[config.mk]
export PLATFORM = sky130hd
export DESIGN_NAME = sm_add_norm_pipe
export DESIGN_NICKNAME = d
export VERILOG_FILES = /design/src/rtl/sm_add_norm_pipe.sv
export SDC_FILE = /design/constraint.sdc
export NUM_CORES = 1
export LEC_CHECK = 0
export CAP_MARGIN = 20
export CORE_ASPECT_RATIO = 1.75
export CORE_MARGIN = 3
export CORE_UTILIZATION = 52
export DETAILED_ROUTE_END_ITERATION = 8
export PLACE_DENSITY = 0.75
export SETUP_SLACK_MARGIN = 0.02
export SKIP_CTS_REPAIR_TIMING = 1
export SYNTH_ARGS = -nofsm -noshare
export SYNTH_HDL_FRONTEND = slang
export SYNTH_SLANG_ARGS = --single-unit
[constraint.sdc]
create_clock -name clk -period 5.7 [get_ports clk]
set_clock_uncertainty 0.1 [all_clocks]
set_input_delay 1.14 -clock clk [delete_from_list [all_inputs] [get_ports clk]]
set_output_delay 1.14 -clock clk [all_outputs]
set_load 0.01 [all_outputs]
[src/rtl/sm_add_norm_pipe.sv]
// Three-stage elastic sign-magnitude adder/subtractor with leading-one detect
// and left normalisation; one operand pair per cycle under valid/ready.
module sm_add_norm_pipe #(
    parameter int W     = 28,
    parameter int PW    = $clog2(W),
    parameter int TAG_W = 4
) (
    input  logic             clk,
    input  logic             rst,
    input  logic             in_valid,
    output logic             in_ready,
    input  logic [W-1:0]     a,
    input  logic [W-1:0]     b,
    input  logic             op,
    input  logic [TAG_W-1:0] in_tag,
    output logic             out_valid,
    input  logic             out_ready,
    output logic [W:0]       result,
    output logic [PW-1:0]    position,
    output logic             zero,
    output logic [TAG_W-1:0] out_tag
);

    function automatic logic [PW-1:0] lead_one(input logic [W-1:0] m);
        logic [PW-1:0] p;
        p = '0;
        for (int unsigned i = 0; i < W; i++) begin
            if (m[i]) p = PW'(i);
        end
        return p;
    endfunction

    // Stage registers
    logic             s1_valid;
    logic [W:0]       s1_sum;
    logic [TAG_W-1:0] s1_tag;

    logic             s2_valid;
    logic             s2_sign;
    logic [W-1:0]     s2_mag;
    logic [PW-1:0]    s2_pos;
    logic             s2_zero;
    logic [TAG_W-1:0] s2_tag;

    // Load enables ripple back from the consumer so a full pipe still moves
    // in the same cycle the head result leaves.
    logic ld1, ld2, ld3;

    always_comb begin
        ld3      = !out_valid || out_ready;
        ld2      = !s2_valid || ld3;
        ld1      = !s1_valid || ld2;
        in_ready = ld1;
    end

    // Stage 1: sign-magnitude to two's complement, then add
    logic             b_sign;
    logic [W:0]       a_ext, b_ext, a_tc, b_tc, sum_n;

    always_comb begin
        b_sign = b[W-1] ^ op;
        a_ext  = {2'b00, a[W-2:0]};
        b_ext  = {2'b00, b[W-2:0]};
        // A zero magnitude with sign set negates to zero, never to -2^(W-1).
        a_tc   = a[W-1] ? -a_ext : a_ext;
        b_tc   = b_sign ? -b_ext : b_ext;
        sum_n  = a_tc + b_tc;
    end

    always_ff @(posedge clk or posedge rst) begin
        if (rst) begin
            s1_valid <= 1'b0;
            s1_sum   <= '0;
            s1_tag   <= '0;
        end else begin
            if (ld1) s1_valid <= in_valid;
            if (ld1 && in_valid) begin
                s1_sum <= sum_n;
                s1_tag <= in_tag;
            end
        end
    end

    // Stage 2: magnitude, leading-one position, zero flag
    logic [W-1:0]  mag_n;
    logic          zero_n;
    logic [PW-1:0] pos_n;

    always_comb begin
        mag_n  = s1_sum[W] ? (~s1_sum[W-1:0] + W'(1)) : s1_sum[W-1:0];
        zero_n = (mag_n == '0);
        pos_n  = lead_one(mag_n);
    end

    always_ff @(posedge clk or posedge rst) begin
        if (rst) begin
            s2_valid <= 1'b0;
            s2_sign  <= 1'b0;
            s2_mag   <= '0;
            s2_pos   <= '0;
            s2_zero  <= 1'b0;
            s2_tag   <= '0;
        end else begin
            if (ld2) s2_valid <= s1_valid;
            if (ld2 && s1_valid) begin
                s2_sign <= s1_sum[W] && !zero_n;
                s2_mag  <= mag_n;
                s2_pos  <= pos_n;
                s2_zero <= zero_n;
                s2_tag  <= s1_tag;
            end
        end
    end

    // Stage 3: left normalise so the leading one lands on bit W-1
    logic [PW-1:0] shamt;
    logic [W-1:0]  norm_n;

    always_comb begin
        shamt  = PW'(W - 1) - s2_pos;
        norm_n = s2_mag << shamt;
    end

    always_ff @(posedge clk or posedge rst) begin
        if (rst) begin
            out_valid <= 1'b0;
            result    <= '0;
            position  <= '0;
            zero      <= 1'b0;
            out_tag   <= '0;
        end else begin
            if (ld3) out_valid <= s2_valid;
            if (ld3 && s2_valid) begin
                result   <= {s2_sign, norm_n};
                position <= s2_pos;
                zero     <= s2_zero;
                out_tag  <= s2_tag;
            end
        end
    end

endmodule

==> reports/qor_table.md <==
| Stage | Result | Reported |
| --- | --- | --- |
| logic synthesis | Number of flops mapped to enable cells by yosys | 0 |
| logic synthesis | Net Count, Synth | 1247 |
| cts | Number of buffers created by CTS | 17 |
| grt | Global-route total usage across every layer | 23.7% |
| sta | Max Slew Vio Count | 0 |
| drt | Number of remaining DRC errors | 0 |
| logic synthesis | Warning count from the yosys run | 0 |
| die | Die Y | 183 um |
| place | GP Congestion | 0.969 |
| grt | Initial antenna violation count | 0 |
| setup path | Origin of the worst setup path | a[3] |
| logic synthesis | Fraction of registers with async set/reset | 100% |
| logic synthesis | Cells after synthesis | 1149 |
| setup path | Crit path kind | primary input to register |
| run | MaxCap Viol Count | 0 |
| sta | Setup repair after global routing missed its margin | no |
| sta | Maximum achievable frequency | 189 MHz |
| layout | Ant diodes | 0 |
| setup path | CP max FO | 7 |
| cts | Buffer depth of the longest clock path | 2 |
| setup path | Crit-path max cell delay | 450 ps |
| cts | H-tree lvl count | 4 |
| layout | Share of layout cells above drive strength 1 | 9.50% |
| setup path | Arrival @ worst endpoint | 5510 ps |
| sta | Slew at the pin closest to its max-slew limit | 953 ps |
| sta | Relative slew slack | 36.3% |
| power and ir drop | Static Leakage | 4.63 nW |
| setup path | Worst-path cell chain | clkdlybuf4s50_1 > or3_1 > nor2_1 > nand4b_1 > nor2_1 > buf_4 > nand2_1 > o31ai_1 > xnor2_1 > ha_1 > o21ai_0 > o21ai_0 > a221oi_1 > a21oi_1 > o41ai_1 > buf_4 > a2111oi_0 > or3_1 > a31o_2 |
| setup path | Destination of the critical timing path | s1_sum[27]$_DFFE_PP0P_ |
| setup path | Start of the worst register-to-register path | s1_sum[6]$_DFFE_PP0P_ |
| setup path | Worst reg2reg setup slack | 1950 ps |
| layout | Most common library cell in the layout ignoring fill and taps | sky130_fd_sc_hd__nand2_1 |
| power and ir drop | Worst ir drop on vdd | 295 uV |
| drt | Number of vias in the routed layout | 8539 |
| drt | Vias per std cell | 5.75 |
| drt | Antenna Nets Post-Route | 0 |
| logic synthesis | Most frequently used flop master after synthesis | sky130_fd_sc_hd__dfrtp_1 |
| die | Die Footprint | 19600 um2 |
| logic synthesis | Seq/Total Area, Yosys | 30.7% |
| layout | Final core utilization | 63.8% |
| min path | Hold Crit Class | register to register |
| layout | Highest-count cells in the layout ignoring fill and taps | sky130_fd_sc_hd__nand2_1, sky130_fd_sc_hd__o21ai_0, sky130_fd_sc_hd__dfrtp_1 |
| grt | Wire length of the first global-routing pass | 38.0 mm |
| place | Post-place setup slack | -34.2 ps |
| drt | Wirelength per Cell | 15.3 um |
| place | # port buffers | 105 |
| setup path | Crit-path slowest cell | sky130_fd_sc_hd__clkdlybuf4s50_1 |
| power and ir drop | Power density over the cells | 467 nW/um2 |
| logic synthesis | Total of flip-flops plus latches after synthesis | 114 |
| setup path | Endpoint of the worst register-to-register path | s2_sign$_DFFE_PP0P_ |
| drt | Total detailed-routing wirelength | 22.8 mm |
| die | Row cnt | 64 |
| setup path | Required arrival time at the worst endpoint | 5910 ps |
| cts | Number of sinks on the clock net | 114 |
| grt | Largest net degree at the start of global routing | 59 |
| sta | Final Critical Period | 5300 ps |
| sta | Worst setup margin | 396 ps |
| logic synthesis | Post-synthesis average cell area | 8.09 um2 |
| layout | Area overhead of the layout relative to synthesis | 20.3% |
| setup path | Depth of the most critical reg-to-reg path | 8 |
| die | Io pins | 106 |
| die | Starting density of the core | 53.0% |
| place | Detailed placer's ending HPWL | 17.9 mm |
| grt | Global-route congestion overflow total | 0 |
| sta | Final setup fails | 0 |
| place | Placement Cell Area | 10600 um2 |
| drt | Total iterations of the first detailed-routing run | 5 |
| cts | Clock root buffer | sky130_fd_sc_hd__clkbuf_16 |
| sta | Hold Worst Slack | 373 ps |
| cts | CTS tree | built |
| setup path | Startpoint class of the critical path | primary input |
| die | Die boundary width | 107 um |
| layout | Layout Nets | 1338 |
| die | Core region area | 17500 um2 |
| layout | Filler instances | 1532 |
| layout | Post-route cell area | 11200 um2 |
| run status | Result of the run | finished, final reports clean |
| setup path | Type of element capturing the critical path | register |
| sta | Period Utilization, post-route | 93.0% |
| cts | Worst skew pair latency | 410 ps |
| cts | Clock transition at the registers of the reported paths | 50 ps |
| sta | Fin. Hold Viols | 0 |
| drt | Starting DRT DRC Count | 531 |
| logic synthesis | Number of distinct library cell variants in the gate-level netlist after synthesis | 69 |
| power and ir drop | Total power after layout | 5.23 mW |
| logic synthesis | Netlist area before placement | 9300 um2 |
| grt | Via count of the first global-routing pass | 8384 |
state kept, by name, summed over array words and instances (netlist names):
| register | flops |
|---|---|
| position | 5 |
| s1_sum | 29 |
| s2_zero | 1 |
| zero | 1 |
| s2_mag | 28 |
| s2_sign | 1 |
| s2_tag | 4 |
| out_valid | 1 |
| s2_pos | 5 |
| s1_tag | 4 |
| result | 29 |
| out_tag | 4 |
| s2_valid | 1 |
| s1_valid | 1 |
Yosys cell counts (3+ instances only):
library cell | n | area share, %
sky130_fd_sc_hd__a32oi_1 | 5 | 0.47
sky130_fd_sc_hd__o21a_1 | 7 | 0.57
sky130_fd_sc_hd__nand3_1 | 15 | 0.81
sky130_fd_sc_hd__and3_1 | 9 | 0.61
sky130_fd_sc_hd__clkbuf_1 | 54 | 2.2
sky130_fd_sc_hd__a21boi_0 | 4 | 0.32
sky130_fd_sc_hd__o31ai_1 | 24 | 1.9
sky130_fd_sc_hd__a31o_2 | 6 | 0.57
sky130_fd_sc_hd__xnor2_1 | 64 | 6.0
sky130_fd_sc_hd__nand4_1 | 8 | 0.54
sky130_fd_sc_hd__buf_6 | 3 | 0.36
sky130_fd_sc_hd__nand2b_1 | 13 | 0.87
sky130_fd_sc_hd__or3_1 | 16 | 1.1
sky130_fd_sc_hd__nand2_1 | 204 | 8.2
sky130_fd_sc_hd__a21oi_1 | 55 | 3.0
sky130_fd_sc_hd__a211oi_1 | 8 | 0.65
sky130_fd_sc_hd__a32o_1 | 3 | 0.32
sky130_fd_sc_hd__a211o_1 | 3 | 0.28
sky130_fd_sc_hd__mux4_2 | 9 | 2.2
sky130_fd_sc_hd__nor3_1 | 22 | 1.2
sky130_fd_sc_hd__mux2_2 | 23 | 2.8
sky130_fd_sc_hd__a31oi_1 | 11 | 0.74
sky130_fd_sc_hd__o22a_1 | 3 | 0.28
sky130_fd_sc_hd__and2_1 | 11 | 0.74
sky130_fd_sc_hd__xor2_1 | 33 | 3.1
sky130_fd_sc_hd__or4_1 | 8 | 0.65
sky130_fd_sc_hd__ha_1 | 32 | 4.3
sky130_fd_sc_hd__o2111ai_1 | 3 | 0.28
sky130_fd_sc_hd__a21o_1 | 6 | 0.48
sky130_fd_sc_hd__o21bai_1 | 7 | 0.57
sky130_fd_sc_hd__nor3b_1 | 3 | 0.24
sky130_fd_sc_hd__nor4_1 | 7 | 0.47
sky130_fd_sc_hd__o41ai_1 | 16 | 1.5
sky130_fd_sc_hd__mux2i_1 | 26 | 2.8
sky130_fd_sc_hd__o211ai_1 | 13 | 1.0
sky130_fd_sc_hd__or2_2 | 11 | 0.74
sky130_fd_sc_hd__nand3b_1 | 4 | 0.32
sky130_fd_sc_hd__inv_1 | 33 | 1.3
sky130_fd_sc_hd__nor2b_1 | 6 | 0.40
sky130_fd_sc_hd__o21ai_0 | 135 | 7.3
sky130_fd_sc_hd__buf_1 | 6 | 0.24
sky130_fd_sc_hd__dfrtp_1 | 114 | 31
sky130_fd_sc_hd__nand4b_1 | 5 | 0.47
sky130_fd_sc_hd__nor2_1 | 70 | 2.8
worst max-delay path, delay by kind of cell:
kind	cells	cell delay (ps)
AO/OA/AOI/OAI	8	1700
AND/OR/NAND/NOR	6	1420
buffers and inverters	3	780
adder cells (fa/ha/maj)	1	370
XOR/XNOR	1	100
logic make-up (layout without fill, tap and decap cells):
family	Yosys count	count (layout)	share of synthesized area, %
AO/OA/AOI/OAI	330	330	22.5
XOR/XNOR	97	97	9.14
adder cells (fa/ha/maj)	33	33	4.52
buffers and inverters	96	200	4.12
flip-flops	114	114	30.7
multiplexers	58	58	7.77
AND/OR/NAND/NOR	421	421	21.2
area by class of cell:
| type | instances | area, um2 | share of cell area (%) |
|---|---|---|---|
| clock inverter | 9 | 81.3 | 0.727 |
| tap | 231 | 289 | 2.58 |
| sequential | 114 | 2850 | 25.5 |
| clock buffer | 23 | 478 | 4.27 |
| multi-input combinational | 939 | 6060 | 54.2 |
| timing repair buffer | 135 | 1300 | 11.6 |
| inverter | 33 | 126 | 1.13 |
worst min-delay path by stage:
stage / endpoint / slack [ps] / start / depth (start not counted)
after floorplan: s2_tag[0]$_DFFE_PP0P_ / 340 / s1_tag[0]$_DFFE_PP0P_ / 2
after global placement: s2_tag[3]$_DFFE_PP0P_ / 350 / s1_tag[3]$_DFFE_PP0P_ / 2
after CTS: s2_tag[1]$_DFFE_PP0P_ / 380 / s1_tag[1]$_DFFE_PP0P_ / 2
after global routing: result[15]$_DFFE_PP0P_ / 390 / result[15]$_DFFE_PP0P_ / 2
final: result[25]$_DFFE_PP0P_ / 370 / result[25]$_DFFE_PP0P_ / 2
after detailed placement: s2_tag[1]$_DFFE_PP0P_ / 360 / s1_tag[1]$_DFFE_PP0P_ / 2
power breakdown:
part / switching [mW] / internal [mW]
Combinational: 1.52 / 1.27
Clock: 0.364 / 0.630
Sequential: 0.319 / 1.12
layer usage:
layer	global-route usage, %	vias to the layer above	wire length [um]
met2	45.3	214	12400
met1	22.9	3904	8210
met3	3.31	89	599
met5	0	-	0
met4	15.7	0	1520
li1	-	4332	-
through the flow:
step | cells | setup TNS (ps)
floorplan | 1149 | 0
global placement | 1451 | 0
detailed placement | 1451 | -43.5
CTS | 1483 | 0
global route | 1484 | 0
finish | 1484 | 0
Power figures use the tool's default switching activity.
